**src/rtl/register_file_pkg.sv**
```systemverilog
// Package regfile_pkg: shared helpers for the register_file slice.
//   MAX_WIDTH / MAX_BYTES : upper bound on word width the helpers handle
//   byte_count(width)     : number of byte lanes in a word
//   merge_be(old,new,be)  : replace the enabled bytes of old with new
//   addr_legal(...)       : address is in range and not the hardwired zero entry
package regfile_pkg;

    localparam int unsigned MAX_WIDTH = 256;
    localparam int unsigned MAX_BYTES = MAX_WIDTH / 8;

    function automatic int unsigned byte_count(input int unsigned width);
        return width / 8;
    endfunction

    // Operates at MAX_WIDTH; callers widen their operands and cast the result back.
    function automatic logic [MAX_WIDTH-1:0] merge_be(
        input logic [MAX_WIDTH-1:0] old_word,
        input logic [MAX_WIDTH-1:0] new_word,
        input logic [MAX_BYTES-1:0] be
    );
        logic [MAX_WIDTH-1:0] merged;
        merged = old_word;
        for (int unsigned i = 0; i < MAX_BYTES; i++) begin
            if (be[i]) begin
                merged[8*i +: 8] = new_word[8*i +: 8];
            end
        end
        return merged;
    endfunction

    function automatic logic addr_legal(
        input int unsigned addr,
        input int unsigned num_regs,
        input logic        zero_reg
    );
        return (addr < num_regs) && !(zero_reg && (addr == 0));
    endfunction

endpackage

```
**src/rtl/register_file_read_port.sv**
```systemverilog
// regfile_read_port: one combinational read port of register_file.
//   i_mem       in   storage array from the top level
//   i_rd_addr   in   read address
//   i_byp_*     in   write-forwarding inputs (only with REGFILE_BYPASS_EN)
//   o_rd_data   out  read word; 0 for out-of-range or hardwired-zero address
// Macro REGFILE_BYPASS_EN adds write-to-read forwarding of the merged word.
module regfile_read_port
    import regfile_pkg::*;
#(
    parameter int unsigned WIDTH    = 32,
    parameter int unsigned NUM_REGS = 16,
    parameter int unsigned ZERO_REG = 0,
    parameter int unsigned AW       = 4
) (
    input  logic [WIDTH-1:0] i_mem [NUM_REGS],
`ifdef REGFILE_BYPASS_EN
    input  logic             i_byp_en,
    input  logic [AW-1:0]    i_byp_addr,
    input  logic [WIDTH-1:0] i_byp_data,
`endif
    input  logic [AW-1:0]    i_rd_addr,
    output logic [WIDTH-1:0] o_rd_data
);

    logic w_legal;

    always_comb begin
        w_legal   = addr_legal(32'(i_rd_addr), NUM_REGS, ZERO_REG != 0);
        o_rd_data = '0;
        if (w_legal) begin
            o_rd_data = i_mem[i_rd_addr];
        end
`ifdef REGFILE_BYPASS_EN
        // i_byp_en already excludes dropped writes, so illegal addresses never match.
        if (i_byp_en && (i_byp_addr == i_rd_addr)) begin
            o_rd_data = i_byp_data;
        end
`endif
    end

endmodule

```
**src/rtl/register_file.sv**
```systemverilog
// register_file: NUM_REGS x WIDTH architectural register file, one write port
// with byte enables, NUM_RD combinational read ports, global clock enable.
//   clk, rst_n  clock / asynchronous active-low reset
//   clk_en      0 freezes storage and wr_err
//   wr_en, wr_addr, wr_be, wr_data   write port
//   rd_addr     packed read addresses, port p at [p*AW +: AW]
//   rd_data     packed read data, port p at [p*WIDTH +: WIDTH]
//   wr_err      registered: last enabled write was dropped
// Macro REGFILE_BYPASS_EN: forward the merged write word to matching read ports.
module register_file
    import regfile_pkg::*;
#(
    parameter  int unsigned      WIDTH       = 32,
    parameter  int unsigned      NUM_REGS    = 16,
    parameter  int unsigned      NUM_RD      = 2,
    parameter  int unsigned      ZERO_REG    = 0,
    parameter  logic [WIDTH-1:0] RESET_VALUE = '0,
    localparam int unsigned      AW          = $clog2(NUM_REGS)
) (
    input  logic                    clk,
    input  logic                    rst_n,
    input  logic                    clk_en,
    input  logic                    wr_en,
    input  logic [AW-1:0]           wr_addr,
    input  logic [WIDTH/8-1:0]      wr_be,
    input  logic [WIDTH-1:0]        wr_data,
    input  logic [NUM_RD*AW-1:0]    rd_addr,
    output logic [NUM_RD*WIDTH-1:0] rd_data,
    output logic                    wr_err
);

    localparam int unsigned NB = byte_count(WIDTH);

    logic [WIDTH-1:0] r_mem [NUM_REGS];
    logic             r_wr_err;
    logic             w_wr_legal;
    logic             w_wr_fire;

    assign w_wr_legal = addr_legal(32'(wr_addr), NUM_REGS, ZERO_REG != 0);
    assign w_wr_fire  = clk_en && wr_en && w_wr_legal;
    assign wr_err     = r_wr_err;

    always_ff @(posedge clk or negedge rst_n) begin
        if (!rst_n) begin
            for (int unsigned i = 0; i < NUM_REGS; i++) begin
                r_mem[i] <= RESET_VALUE;
            end
            r_wr_err <= 1'b0;
        end else if (clk_en) begin
            r_wr_err <= wr_en && !w_wr_legal;
            if (w_wr_fire) begin
                for (int unsigned b = 0; b < NB; b++) begin
                    if (wr_be[b]) begin
                        r_mem[wr_addr][8*b +: 8] <= wr_data[8*b +: 8];
                    end
                end
            end
        end
    end

`ifdef REGFILE_BYPASS_EN
    logic [WIDTH-1:0] w_wr_merged;
    assign w_wr_merged = WIDTH'(merge_be(MAX_WIDTH'(r_mem[wr_addr]),
                                         MAX_WIDTH'(wr_data),
                                         MAX_BYTES'(wr_be)));
`endif

    for (genvar p = 0; p < NUM_RD; p++) begin : g_rd
        regfile_read_port #(
            .WIDTH    (WIDTH),
            .NUM_REGS (NUM_REGS),
            .ZERO_REG (ZERO_REG),
            .AW       (AW)
        ) u_port (
            .i_mem      (r_mem),
`ifdef REGFILE_BYPASS_EN
            .i_byp_en   (w_wr_fire),
            .i_byp_addr (wr_addr),
            .i_byp_data (w_wr_merged),
`endif
            .i_rd_addr  (rd_addr[p*AW +: AW]),
            .o_rd_data  (rd_data[p*WIDTH +: WIDTH])
        );
    end

endmodule

```
**config.mk**
```make
export PLATFORM = sky130hd
export DESIGN_NAME = register_file
export DESIGN_NICKNAME = d
export VERILOG_FILES = /design/src/rtl/register_file_pkg.sv /design/src/rtl/register_file_read_port.sv /design/src/rtl/register_file.sv
export SDC_FILE = /design/constraint.sdc
export NUM_CORES = 1
export LEC_CHECK = 0
export ABC_AREA = 0
export ABC_CLOCK_PERIOD_IN_PS = 2630
export BUFFER_PORTS_ARGS = -buffer_cell sky130_fd_sc_hd__buf_2
export CAP_MARGIN = 30
export CORE_ASPECT_RATIO = 0.9
export CORE_UTILIZATION = 35
export CTS_BUF_LIST = sky130_fd_sc_hd__clkbuf_8
export DETAILED_ROUTE_END_ITERATION = 12
export HOLD_SLACK_MARGIN = 0.06
export PLACE_DENSITY_LB_ADDON = 0.12
export SKIP_LAST_GASP = 1
export SLEW_MARGIN = 10
export SYNTH_ARGS = -nofsm -noshare
export SYNTH_HDL_FRONTEND = slang
export SYNTH_SLANG_ARGS = --single-unit
```
**constraint.sdc**
```tcl
create_clock -name clk -period 2.63 [get_ports clk]
set_input_delay 0.3945 -clock clk [delete_from_list [all_inputs] [get_ports clk]]
set_output_delay 0.3945 -clock clk [all_outputs]
set_load 0.02 [all_outputs]
```
# Yosys cells after proc, flatten, opt, wreduce, memory -nomap -nowiden
# Cells that the tools add are included.
[op_classes] add_sub_neg=0 n_mul=0 n_div=0 order_cmp=4 eq_ne=0 n_shift=0 mux=28 n_bitwise=3 reduce_logical=3
[op_table] op="$mux W512" count=10
[op_table] op="$bwmux W512" count=4
[op_table] op="$demux W32 S4" count=4
[op_table] op="$bmux W32 S4" count=2
[op_table] op="$mux W32" count=5
[op_table] op="$mux W24" count=1
[op_table] op="$mux W16" count=1
[op_table] op="$ge A5 B5 Y1 const B" count=3
[op_table] op="$not A4 Y5" count=3
[op_table] op="$mux W8" count=1
[op_table] op="$lt A5 B1 Y1 const B" count=1
[op_table] op="$logic_and A1 B1 Y1" count=2
[op_table] op="$reduce_and A2 Y1" count=1
[totals] register_bits=512 latch_bits=0 mem_bits_rw=0 mem_bits_ro=0 input_bits=52 output_inout_bits=65 word_cells=54 mem_count=0

# Logic depth before layout (Yosys ltp)
# Gate-level depths: netlist (run 1).
[depth] word_depth=19 mapped_depth=5 mapped_depth_nobuf=3

# Modules after synthesis
# A second synthesis (run 1) with hierarchy kept.
[hier_totals] hier_cells=1704 area_unflattened_um2=26889.5
[modules_own_cells] mod="register_file" n_inst=1 cells_per_inst=1162 area_each_um2=19432.4 seq_area_each_um2=12812.3
[modules_own_cells] mod="regfile_read_port" n_inst=2 cells_per_inst=271 area_each_um2=3728.6 seq_area_each_um2=0.0

# Least setup slack after synthesis (run 1)
# OpenSTA, ideal clock, no wires.
[synth_timing] kind="input port to output port" from="input rd_addr[0]" to="output rd_data[10]" arrival_ps=1796 required_time_ps=2236 slack_ps=439 path_stages=5 path_buffers=2 cell_sequence="buf_2 buf_2 mux4_2 a22oi_1 nand2_1"
[synth_via] elab_chain_len=4
[synth_lines] item="start, declared" line="register_file.sv:27" rtl="input logic [NUM_RD*AW-1:0] rd_addr,"
[synth_lines] item="$not A4 Y5 (not written as such)" line="register_file_read_port.sv:31" rtl="o_rd_data = i_mem[i_rd_addr];"
[synth_lines] item="$bmux W32 S4" line="register_file_read_port.sv:31"
[synth_lines] item="$mux W32 (not written as such) (2 in a row)" line="register_file_read_port.sv:31"
[synth_lines] item="end, declared" line="register_file.sv:28" rtl="output logic [NUM_RD*WIDTH-1:0] rd_data,"
# No other way between the ends. The select of a mux whose other input is x is not followed.

# Final worst setup path (run 1)
[layout_timing] from="register r_mem[415] (netlist bit)" to="output rd_data[63]"
[layout_via] elab_chain_len=3
[layout_lines] item="start, declared" line="register_file.sv:34" rtl="logic [WIDTH-1:0] r_mem [NUM_REGS];"
[layout_lines] item="start signal, assigned by index" line="register_file.sv:54" rtl="r_mem[wr_addr][8*b +: 8] <= wr_data[8*b +: 8];"
[layout_lines] item="$bmux W32 S4" line="register_file_read_port.sv:31"
[layout_lines] item="$mux W32 (not written as such) (2 in a row)" line="register_file_read_port.sv:31"
# No other way between the ends. The select of a mux whose other input is x is not followed.

==> results.rst, run 1 <==
.. list-table::
   :header-rows: 1

   * - Metric
     - Value
   * - Run status
     - completed
   * - Clock tree from TritonCTS
     - built
   * - Seq/Total Area, Yosys
     - 46.3%
   * - Met3 wire len
     - 3.59 mm
   * - Crit Path Class
     - flop to output port
   * - Setup slack of the worst register-to-register path
     - 1.81 ns
   * - Die Footprint
     - 80,100 um2
   * - Total DRC errors in the routed layout
     - 0
   * - Number of optimization iterations in the first detailed-route pass
     - 5
   * - Critical path startpoint category
     - flop
   * - Uppermost signal routing layer after detailed routing
     - met5
   * - DP HPWL
     - 51.5 mm
   * - Worst setup slack after layout
     - 0.0695 ns
   * - Cell count of the worst reg-to-reg path
     - 1
   * - Worst-case hold path end point
     - r_mem[315]
   * - Antenna violations before repair
     - 6
   * - Maximum number of pins on one net before global-route repair
     - 92
   * - Share of Yosys cell area claimed by the top area cell type
     - 46.3%
   * - Async set-reset flop share out of synthesis
     - 100%
   * - Via count of the first global-routing pass
     - 18,128
   * - Worst hold path class
     - primary input to flop
   * - Vias per cell
     - 5.58
   * - Count of buffers from port buffering
     - 115
   * - CP Data Arrival Time
     - 2.17 ns
   * - Post-synth top cells
     - sky130_fd_sc_hd__dfrtp_1, sky130_fd_sc_hd__mux2_2, sky130_fd_sc_hd__mux4_2
   * - Slew at the pin closest to its max-slew limit
     - 0.677 ns
   * - Max-slew headroom
     - 54.7%
   * - Gate Count Post-Synth
     - 1,704
   * - Placement-stage cell area
     - 30,200 um2
   * - Post-Syn Area
     - 27,700 um2
   * - Max-slew violations
     - 0
   * - Count of H-tree levels built during CTS
     - 3
   * - Wire length per cell
     - 27.5 um
   * - Top register by number of flip-flops
     - r_mem
   * - FP Rows
     - 97
   * - Part of the total power dissipated in combinational logic
     - 18.3%
   * - Inserted Clock Buffers
     - 95
   * - Synthesized area per cell
     - 16.2 um2
   * - Cell Int Power
     - 0.0160 W
   * - Tot GR Track Use
     - 21.0%
   * - Registers with the highest flip-flop counts
     - r_mem (512)
   * - Final Wtd Congestion
     - 0.796
   * - Count of endpoints failing setup in the final report
     - 0
   * - Achievable frequency
     - 391 MHz
   * - Final worst path period need
     - 2.56 ns
   * - Count of antenna-violating nets left after detailed routing
     - 0
   * - End of the worst register-to-register path
     - r_mem[411]
   * - Effective utilization at floorplan
     - 35.4%
   * - Clock slew at reported path FFs
     - 0.06 ns
   * - Later-pin clock latency in the skew report
     - 0.67 ns
   * - Yosys reg bits
     - 512
   * - Distinct cell type count after synthesis
     - 29
   * - Max reg flops
     - 512
   * - Post-layout instance area
     - 32,300 um2
   * - DRT iter0 DRCs
     - 925
   * - Sequential power share
     - 43.9%
   * - Number of cells on the worst hold path
     - 2
   * - Post-synth top flop
     - sky130_fd_sc_hd__dfrtp_1
   * - PD cells
     - 682 nW/um2
   * - Routed length on met1
     - 38.1 mm
   * - Wire length on met2
     - 38.9 mm
   * - Leading area contributor after synthesis
     - sky130_fd_sc_hd__dfrtp_1
   * - First-pass GRT wire length
     - 124 mm
   * - Fin. Hold Viols
     - 0
   * - Top post-synthesis cells by area
     - sky130_fd_sc_hd__dfrtp_1, sky130_fd_sc_hd__mux4_2, sky130_fd_sc_hd__mux2_2
   * - Worst clock skew
     - 0 ns
   * - Worst-case clock buffer depth
     - 3
   * - Core box area
     - 78,000 um2
   * - Die Span Y
     - 269 um
   * - NetSw
     - 0.00607 W
   * - Number of flops mapped to enable cells by yosys
     - 0
   * - Global route total overflow
     - 0
   * - LEAKAGE
     - 15.0 nW
   * - Fraction of power consumed by the clock network
     - 37.7%
   * - Crit end category
     - output port
   * - Cell at the root of the clock tree
     - sky130_fd_sc_hd__clkbuf_8
   * - Start of the worst register-to-register path
     - r_mem[411]
   * - Worst EP required
     - 2.24 ns
   * - Worst Setup Slack post-DPL
     - 0.119 ns
   * - Min-Delay Startpoint
     - wr_data[27]
   * - Share of post-route cells with drive strength above 1
     - 58.4%
   * - Portion of the clock cycle consumed by the worst path in the final layout
     - 97.4%
   * - Net count after synthesis
     - 1,756
   * - Clock tree sinks
     - 512
   * - Area growth syn-to-layout
     - 17.0%
   * - Most frequent cell after synthesis
     - sky130_fd_sc_hd__dfrtp_1
   * - Horiz. Die Dim
     - 298 um
   * - Final #Nets
     - 1,931
   * - Count of synthesis-stage warnings from yosys
     - 0
   * - Routed wire length
     - 82.5 mm
   * - Share of total power consumed by net switching
     - 27.5%
   * - Number of top-level design ports
     - 117
   * - Number of vias after detailed routing
     - 16,737
   * - Number of max-cap violations
     - 0
   * - CP Max Fanout
     - 3
   * - Peak supply drop
     - 0.369 mV
==> metal layers <==
layer / global-route usage (%) / vias up
li1: - / 7076
met1: 29.9 / 9143
met2: 32.8 / 380
met3: 4.13 / 130
met4: 5.85 / 8
met5: 0 / -
==> layout by cell type (no fill, tap or decap), types with 2 or more instances in the layout <==
| cell | n |
|---|---|
| sky130_fd_sc_hd__nor2_2 | 19 |
| sky130_fd_sc_hd__buf_2 | 110 |
| sky130_fd_sc_hd__buf_6 | 2 |
| sky130_fd_sc_hd__mux4_2 | 256 |
| sky130_fd_sc_hd__nand2_1 | 75 |
| sky130_fd_sc_hd__and2_2 | 2 |
| sky130_fd_sc_hd__nand2_4 | 8 |
| sky130_fd_sc_hd__mux2_4 | 128 |
| sky130_fd_sc_hd__a22oi_1 | 111 |
| sky130_fd_sc_hd__mux2_2 | 306 |
| sky130_fd_sc_hd__diode_2 | 3 |
| sky130_fd_sc_hd__clkinv_2 | 12 |
| sky130_fd_sc_hd__buf_12 | 34 |
| sky130_fd_sc_hd__nor2b_4 | 4 |
| sky130_fd_sc_hd__nor2_4 | 3 |
| sky130_fd_sc_hd__dfrtp_1 | 512 |
| sky130_fd_sc_hd__mux2_1 | 78 |
| sky130_fd_sc_hd__a22oi_2 | 17 |
| sky130_fd_sc_hd__buf_4 | 63 |
| sky130_fd_sc_hd__buf_8 | 3 |
| sky130_fd_sc_hd__and3_1 | 4 |
| sky130_fd_sc_hd__and4bb_1 | 6 |
| sky130_fd_sc_hd__nand2_2 | 9 |
| sky130_fd_sc_hd__nor4b_2 | 3 |
| sky130_fd_sc_hd__clkbuf_8 | 136 |
| sky130_fd_sc_hd__nand4b_4 | 4 |
| sky130_fd_sc_hd__nand2_8 | 16 |
| sky130_fd_sc_hd__nand3_1 | 4 |
| sky130_fd_sc_hd__bufinv_16 | 2 |
| sky130_fd_sc_hd__inv_1 | 21 |
==> layout make-up <==
class	instances	area [um2]
timing repair buffer	213	1780
antenna	3	7.51
tap	1039	1300
sequential	512	12800
multi-input combinational	1057	14400
clock buffer	136	1870
clock inverter	37	218
fill	7130	45700
==> worst max-delay path by stage <==
stage	from	endpoint	slack [ns]	cells after the start
after floorplan	rd_addr[0]	rd_data[10]	0.44	5
after global placement	wr_addr[3]	r_mem[252]	0.18	4
after detailed placement	wr_addr[3]	r_mem[251]	0.12	4
after CTS	r_mem[140]	rd_data[44]	0.006	4
after global routing	r_mem[394]	rd_data[42]	-0.01	4
final	r_mem[415]	rd_data[63]	0.07	4
==> logic make-up (layout without fill, tap and decap cells) <==
group	after synthesis	after routing	synth area share (%)
AND/OR/NAND/NOR	160	160	4.51
flip-flops	512	512	46.3
AO/OA/AOI/OAI	128	128	3.47
buffers and inverters	135	386	2.24
other	1	4	0.0136
multiplexers	768	768	43.4
==> worst max-delay path, cell delays in order, from the launching register on <==
cell	delay, ns
sky130_fd_sc_hd__dfrtp_1	0.39
sky130_fd_sc_hd__mux4_2	0.50
sky130_fd_sc_hd__a22oi_1	0.29
sky130_fd_sc_hd__nand2_1	0.13
sky130_fd_sc_hd__buf_2	0.18
==> per-stage QoR <==
| step | setup TNS (ns) | hold WS [ns] | utilization [%] | power, W | cells |
|---|---|---|---|---|---|
| floorplan | 0 | 0.0989 | - | 0.0125 | 1704 |
| finish | 0 | 0.169 | 41.5 | 0.0221 | 2997 |
| detailed placement | 0 | 0.373 | 38.6 | 0.0139 | 2820 |
| global route | -0.0145 | 0.133 | 41.4 | 0.0231 | 2995 |
| global placement | 0 | 0.376 | 38.6 | 0.0137 | 2820 |
| CTS | 0 | 0.0988 | 41.3 | 0.0223 | 2994 |
==> power by group through the flow <==
stage               Sequential, W  Clock (W)  Combinational [W]
floorplan                 0.00954          0            0.00293
global placement          0.00974          0            0.00399
detailed placement        0.00980          0            0.00406
CTS                       0.00968    0.00859            0.00407
global route              0.00984    0.00895            0.00434
finish                    0.00969    0.00832            0.00404
==> timing repair <==
item	in CTS	in global routing
cloned	0	0
endpoints found under the hold margin	100	0
setup endpoints to repair	1	17
buffers inserted	0	0
pin swaps	0	1
gates resized for setup	1	17
hold buffers	1	0
No activity file was read; power rests on OpenSTA's default activity.
==> run 2: changes to the inputs <==
CORE_UTILIZATION = 30   (was 35)
PLACE_DENSITY_LB_ADDON = unset   (was 0.12)
==> run 2 against run 1 <==
Sequential share of layout area rose by 0.22 points. Wire length shrank 2.2%. Worst hold slack lost 0.0020 ns. Utilization down 6.2 points.
==> results.rst, run 2 (synthesized netlist as in run 1, its figures left out) <==
.. list-table::
   :header-rows: 1

   * - Metric
     - Value
   * - Fraction of met2 tracks used by global routing
     - 27.5% (was 32.8%)
   * - Most utilized layer in the global route result
     - met2 (unchanged)
   * - Max-slew violations
     - 0 (unchanged)
   * - Inserted Clock Buffers
     - 88 (was 95)
   * - Portion of the clock cycle consumed by the worst path in the final layout
     - 97.3% (was 97.4%)
   * - Met1 track utilization from global routing
     - 23.8% (was 29.9%)
   * - Worst hold path class
     - primary input to flop (unchanged)
   * - Count of endpoints failing setup in the final report
     - 0 (unchanged)
   * - Number of vias after detailed routing
     - 16,851 (was 16,737)
   * - Number of optimization iterations in the first detailed-route pass
     - 4 (was 5)
   * - Clock tree from TritonCTS
     - built (unchanged)
   * - Number of top-level design ports
     - 117 (unchanged)
   * - CP Max Fanout
     - 3 (unchanged)
   * - Effective utilization at floorplan
     - 30.3% (was 35.4%)
   * - Worst EP required
     - 2.24 ns (about the same)
   * - Area taken by flip-flops and latches
     - 12,800 um2 (unchanged)
   * - Count of antenna-violating nets left after detailed routing
     - 0 (unchanged)
   * - Number of max-cap violations
     - 0 (unchanged)
   * - Via count of the first global-routing pass
     - 18,470 (was 18,128)
   * - Worst clock skew
     - 0 ns (unchanged)
   * - First-pass GRT wire length
     - 123 mm (was 124 mm)
   * - Fill cell count
     - 8,693 (was 7,130)
   * - Final Wtd Congestion
     - 0.778 (was 0.796)
   * - Area of combinational cells with multiple inputs
     - 14,300 um2 (was 14,400 um2)
   * - DRT iter0 DRCs
     - 1,230 (was 925)
   * - Fin. Hold Viols
     - 0 (unchanged)
   * - Clock tree sinks
     - 512 (unchanged)
   * - Die Footprint
     - 93,400 um2 (was 80,100 um2)
   * - Slew at the pin closest to its max-slew limit
     - 0.662 ns (was 0.677 ns)
   * - DP HPWL
     - 50.9 mm (was 51.5 mm)
   * - Global route total overflow
     - 0 (unchanged)
   * - Most common cell after layout, fill and taps aside
     - sky130_fd_sc_hd__dfrtp_1 (unchanged)
   * - Run status
     - completed (unchanged)
   * - Peak supply drop
     - 0.328 mV (was 0.369 mV)
   * - Cell at the root of the clock tree
     - sky130_fd_sc_hd__clkbuf_8 (unchanged)
   * - Die Span Y
     - 290 um (was 269 um)
   * - Count of buffers from port buffering
     - 115 (unchanged)
   * - Antenna violations before repair
     - 16 (was 6)
   * - Later-pin clock latency in the skew report
     - 0.67 ns (about the same)
   * - FP Rows
     - 105 (was 97)
   * - PD cells
     - 644 nW/um2 (was 682 nW/um2)
   * - Final Util
     - 35.3% (was 41.5%)
   * - Top register by number of flip-flops
     - r_mem (unchanged)
   * - Crit Path Class
     - flop to output port (unchanged)
   * - Vias per cell
     - 5.32 (was 5.58)
   * - Total DRC errors in the routed layout
     - 0 (unchanged)
   * - Wire length per cell
     - 25.4 um (was 27.5 um)
   * - Critical path startpoint category
     - flop (unchanged)
   * - Count of H-tree levels built during CTS
     - 3 (unchanged)
   * - Post-CTS Setup Bufs
     - 0 (unchanged)
   * - Registers with the highest flip-flop counts
     - r_mem (512) (unchanged)
   * - Hold_ws
     - 0.167 ns (was 0.169 ns)
   * - Total Negative Setup Slacks
     - 0 ns (unchanged)
   * - CP Data Arrival Time
     - 2.16 ns (was 2.17 ns)
   * - Final #Nets
     - 1,925 (was 1,931)
   * - Clock slew at reported path FFs
     - 0.06 ns (about the same)
   * - Core box area
     - 91,200 um2 (was 78,000 um2)
   * - Tot GR Track Use
     - 17.6% (was 21.0%)
   * - Routed wire length
     - 80.6 mm (was 82.5 mm)
   * - Most frequent cells in the layout
     - sky130_fd_sc_hd__dfrtp_1, sky130_fd_sc_hd__mux2_2, sky130_fd_sc_hd__mux4_2 (unchanged)
   * - Final worst path period need
     - 2.56 ns (about the same)
   * - Met3 capacity usage during global routing
     - 4.22% (was 4.13%)
   * - Crit end category
     - output port (unchanged)
   * - Horiz. Die Dim
     - 322 um (was 298 um)
   * - LEAKAGE
     - 14.8 nW (was 15.0 nW)
   * - Share of post-route cells with drive strength above 1
     - 56.9% (was 58.4%)
   * - Area growth syn-to-layout
     - 16.3% (was 17.0%)
   * - Max reg flops
     - 512 (unchanged)
   * - Worst-case clock buffer depth
     - 3 (unchanged)
   * - Achievable frequency
     - 391 MHz (about the same)
   * - Maximum number of pins on one net before global-route repair
     - 71 (was 92)
   * - Max-slew headroom
     - 55.8% (was 54.7%)
==> run 2: changes by cell type in the layout (fill, tap and decap cells not counted), sizes merged <==
| cell | before | now |
|---|---|---|
| bufinv | 2 | 1 |
| inv | 22 | 35 |
| buf | 212 | 211 |
| clkinvlp | 1 | 3 |
| clkinv | 12 | 7 |
| diode | 3 | 5 |
| clkbuf | 136 | 108 |
==> run 2: stage by stage <==
| stage | setup slack (ns) | power, W | area (um2) | std cells |
|---|---|---|---|---|
| 6_report | 0.0716 | 0.0207 | 32200 | 3170 |
| 2_1_floorplan | 0.439 | 0.0125 | 27700 | 1704 |
| 3_5_place_dp | 0.145 | 0.0139 | 30400 | 3012 |
| 3_3_place_gp | 0.186 | 0.0137 | 30400 | 3012 |
| 5_1_grt | -0.0150 | 0.0217 | 32200 | 3167 |
| 4_1_cts | 0.0136 | 0.0210 | 32100 | 3165 |
==> run 2: final timing paths <==
check | cells after the start | from | to | slack, ns
max | 4 | r_mem[245] | rd_data[53] | 0.07
min | 2 | wr_data[11] | r_mem[299] | 0.17
max reg2reg | 1 | r_mem[414] | r_mem[414] | 1.80
min reg2reg | 1 | r_mem[136] | r_mem[136] | 0.51
max in group asynchronous | 3 | rst_n | r_mem[329] | 1.46
min in group asynchronous | 2 | rst_n | r_mem[124] | 0.33
==> run 2: area by class of cell <==
cell class	count	share of cell area, %
sequential	512	39.8
timing repair buffer	214	5.63
tap	1230	4.78
antenna	5	0.0389
clock buffer	106	4.54
multi-input combinational	1057	44.5
clock inverter	46	0.681
==> run 2: power breakdown <==
| group | switching, W | total [W] | internal, W |
|---|---|---|---|
| Clock | 0.00326 | 0.00698 | 0.00371 |
| Sequential | 0.000768 | 0.00971 | 0.00894 |
| Combinational | 0.00176 | 0.00404 | 0.00229 |
| Total | 0.00579 | 0.0207 | 0.0149 |
==> run 2: what timing repair did <==
item	in CTS	in global routing
endpoints found under the setup margin	3	8
gates resized for setup	3	8
endpoints found under the hold margin	48	0
hold buffers	1	0
pin swaps	3	0
==> run 2: worst max-delay path: stages (launching register included) <==
cell	delay (ns)
sky130_fd_sc_hd__dfrtp_1	0.39
sky130_fd_sc_hd__mux4_2	0.45
sky130_fd_sc_hd__a22oi_1	0.28
sky130_fd_sc_hd__nand2_1	0.16
sky130_fd_sc_hd__buf_2	0.19
==> run 2: routing by layer <==
metal | up-vias | wire (um)
met4 | 18 | 1940
met2 | 499 | 38700
met5 | - | 122
li1 | 7035 | -
met3 | 136 | 5250
met1 | 9163 | 34600
==> run 3: changes to the inputs <==
CELL_PAD_IN_SITES_DETAIL_PLACEMENT = 1   (was unset)
CELL_PAD_IN_SITES_GLOBAL_PLACEMENT = 2   (was unset)
PLACE_DENSITY_LB_ADDON = 0.1   (was unset)
==> run 3 against run 2 <==
Critical path depth unchanged. Clock power increased by 16%. Global-route usage increased by 2.3 points. Design area increased by 2.4%. Critical path type unchanged. Critical endpoint is now rd_data[10]. Largest power group unchanged.
==> results.rst, run 3 (synthesized netlist as in run 1, its figures left out) <==
.. list-table::
   :header-rows: 1

   * - Metric
     - Value
   * - Final Util
     - 36.1% (was 35.3%)
   * - Share of post-route cells with drive strength above 1
     - 59.0% (was 56.9%)
   * - CP Max Fanout
     - 3 (unchanged)
   * - Clock tree from TritonCTS
     - built (unchanged)
   * - Worst-case clock buffer depth
     - 3 (unchanged)
   * - Clock tree sinks
     - 512 (unchanged)
   * - Max-slew headroom
     - 54.5% (was 55.8%)
   * - DP HPWL
     - 56.7 mm (was 50.9 mm)
   * - Top register by number of flip-flops
     - r_mem (unchanged)
   * - Critical path startpoint category
     - flop (unchanged)
   * - Routed wire length
     - 91.0 mm (was 80.6 mm)
   * - Wire length per cell
     - 28.3 um (was 25.4 um)
   * - Registers with the highest flip-flop counts
     - r_mem (512) (unchanged)
   * - Horiz. Die Dim
     - 322 um (unchanged)
   * - Antenna violations before repair
     - 11 (was 16)
   * - Delay of the slowest critical-path stage
     - 0.49 ns (was 0.45 ns)
   * - Count of antenna-violating nets left after detailed routing
     - 0 (unchanged)
   * - Die Span Y
     - 290 um (unchanged)
   * - RSZ-0062 raised after global routing
     - yes
   * - Ordered cell list for the critical path
     - mux4_2 > a22oi_2 > nand2_2 > buf_2 (was mux4_2 > a22oi_1 > nand2_1 > buf_2)
   * - Final Wtd Congestion
     - 0.748 (was 0.778)
   * - DRT iter0 DRCs
     - 993 (was 1,230)
   * - PD cells
     - 667 nW/um2 (was 644 nW/um2)
   * - Most frequent cells in the layout
     - sky130_fd_sc_hd__dfrtp_1, sky130_fd_sc_hd__mux2_2, sky130_fd_sc_hd__mux4_2 (unchanged)
   * - Clock slew at reported path FFs
     - 0.06 ns (about the same)
   * - Later-pin clock latency in the skew report
     - 0.69 ns (was 0.67 ns)
   * - Peak supply drop
     - 0.303 mV (was 0.328 mV)
   * - Final worst path period need
     - 2.55 ns (was 2.56 ns)
   * - Run status
     - completed (unchanged)
   * - Final #Nets
     - 1,959 (was 1,925)
   * - Max reg flops
     - 512 (unchanged)
   * - Crit Path Class
     - flop to output port (unchanged)
   * - Worst setup slack after layout
     - 0.0849 ns (was 0.0716 ns)
   * - Worst Setup Slack post-DPL
     - 0.0760 ns (was 0.145 ns)
   * - Worst clock skew
     - 0 ns (unchanged)
   * - Area of combinational cells with multiple inputs
     - 14,400 um2 (was 14,300 um2)
   * - Number of optimization iterations in the first detailed-route pass
     - 5 (was 4)
   * - Slew at the pin closest to its max-slew limit
     - 0.681 ns (was 0.662 ns)
   * - Number of max-cap violations
     - 0 (unchanged)
   * - Most common cell after layout, fill and taps aside
     - sky130_fd_sc_hd__dfrtp_1 (unchanged)
   * - Inserted Clock Buffers
     - 97 (was 88)
   * - Area taken by flip-flops and latches
     - 12,800 um2 (unchanged)
   * - First-pass GRT wire length
     - 135 mm (was 123 mm)
   * - Worst hold path class
     - primary input to flop (unchanged)
   * - Maximum number of pins on one net before global-route repair
     - 91 (was 71)
   * - Total DRC errors in the routed layout
     - 0 (unchanged)
   * - Crit end category
     - output port (unchanged)
   * - Count of H-tree levels built during CTS
     - 3 (unchanged)
   * - Count of endpoints failing setup in the final report
     - 0 (unchanged)
   * - Via count of the first global-routing pass
     - 19,141 (was 18,470)
   * - Vias per cell
     - 5.29 (was 5.32)
   * - Portion of the clock cycle consumed by the worst path in the final layout
     - 96.8% (was 97.3%)
   * - Worst EP required
     - 2.24 ns (about the same)
   * - Max-slew violations
     - 0 (unchanged)
   * - Tot GR Track Use
     - 19.9% (was 17.6%)
   * - Count of buffers from port buffering
     - 115 (unchanged)
   * - Number of top-level design ports
     - 117 (unchanged)
   * - Core box area
     - 91,200 um2 (unchanged)
   * - Global route total overflow
     - 0 (unchanged)
   * - Area growth syn-to-layout
     - 19.2% (was 16.3%)
   * - Slowest cell on the critical path
     - sky130_fd_sc_hd__mux4_2 (unchanged)
   * - Effective utilization at floorplan
     - 30.3% (unchanged)
   * - CP Data Arrival Time
     - 2.15 ns (was 2.16 ns)
   * - Fin. Hold Viols
     - 0 (unchanged)
   * - Fill cell count
     - 9,241 (was 8,693)
   * - Cell at the root of the clock tree
     - sky130_fd_sc_hd__clkbuf_8 (unchanged)
   * - FP Rows
     - 105 (unchanged)
   * - Achievable frequency
     - 393 MHz (was 391 MHz)
   * - LEAKAGE
     - 15.2 nW (was 14.8 nW)
   * - Die Footprint
     - 93,400 um2 (unchanged)
   * - Number of vias after detailed routing
     - 17,005 (was 16,851)
## run 3: critical path, delay by kind of cell (launching register included)
kind | cells | cell delay, ns
multiplexers | 1 | 0.49
flip-flops | 1 | 0.41
AO/OA/AOI/OAI | 1 | 0.25
AND/OR/NAND/NOR | 1 | 0.13
buffers and inverters | 1 | 0.18
## run 3: final timing paths
check | from | end | slack, ns | depth (start not counted)
worst min-delay path | wr_data[10] | r_mem[394] | 0.15 | 2
max in group asynchronous | rst_n | r_mem[303] | 1.52 | 4
worst max register to register | r_mem[140] | r_mem[140] | 1.72 | 2
worst max-delay path | r_mem[202] | rd_data[10] | 0.08 | 4
worst min register to register | r_mem[134] | r_mem[134] | 0.51 | 1
min in group asynchronous | rst_n | r_mem[124] | 0.21 | 2
## run 3: metrics by stage
| stage | std cells | area [um2] | power (W) | TNS (ns) | hold WS (ns) |
|---|---|---|---|---|---|
| 2_1_floorplan | 1704 | 27700 | 0.0125 | 0 | 0.0989 |
| 3_3_place_gp | 3036 | 30800 | 0.0138 | 0 | 0.339 |
| 3_5_place_dp | 3036 | 30800 | 0.0140 | 0 | 0.344 |
| 4_1_cts | 3211 | 32900 | 0.0223 | -0.0736 | 0.0776 |
| 5_1_grt | 3214 | 33000 | 0.0231 | -0.00735 | 0.135 |
| 6_report | 3215 | 33000 | 0.0220 | 0 | 0.150 |
## run 3: area by class of cell
cell class	count	area share (%)
multi-input combinational	1057	43.8
sequential	512	38.9
timing repair buffer	239	6.58
clock buffer	127	5.30
tap	1230	4.67
clock inverter	47	0.744
antenna	3	0.0228
## run 3: per-layer routing
layer | global-route usage, % | part of all wire (%)
met1 | 28.8 | 48
met2 | 30.0 | 45
met3 | 3.38 | 3.9
met4 | 6.90 | 3.1
met5 | 0 | 0.067
## run 3: timing repair
item | 4_1_cts | 5_1_grt
resized for setup | 24 | 18
hold buffers | 1 | 0
pin swaps | 5 | 7
endpoints found under the setup margin | 19 | 20
buffers inserted | 0 | 1
endpoints found under the hold margin | 218 | 0
## run 3: report_power, final
| part | internal [W] | switching, W | total, W |
|---|---|---|---|
| clock network | 0.00447 | 0.00362 | 0.00810 |
| registers | 0.00894 | 0.000784 | 0.00972 |
| logic | 0.00236 | 0.00180 | 0.00416 |
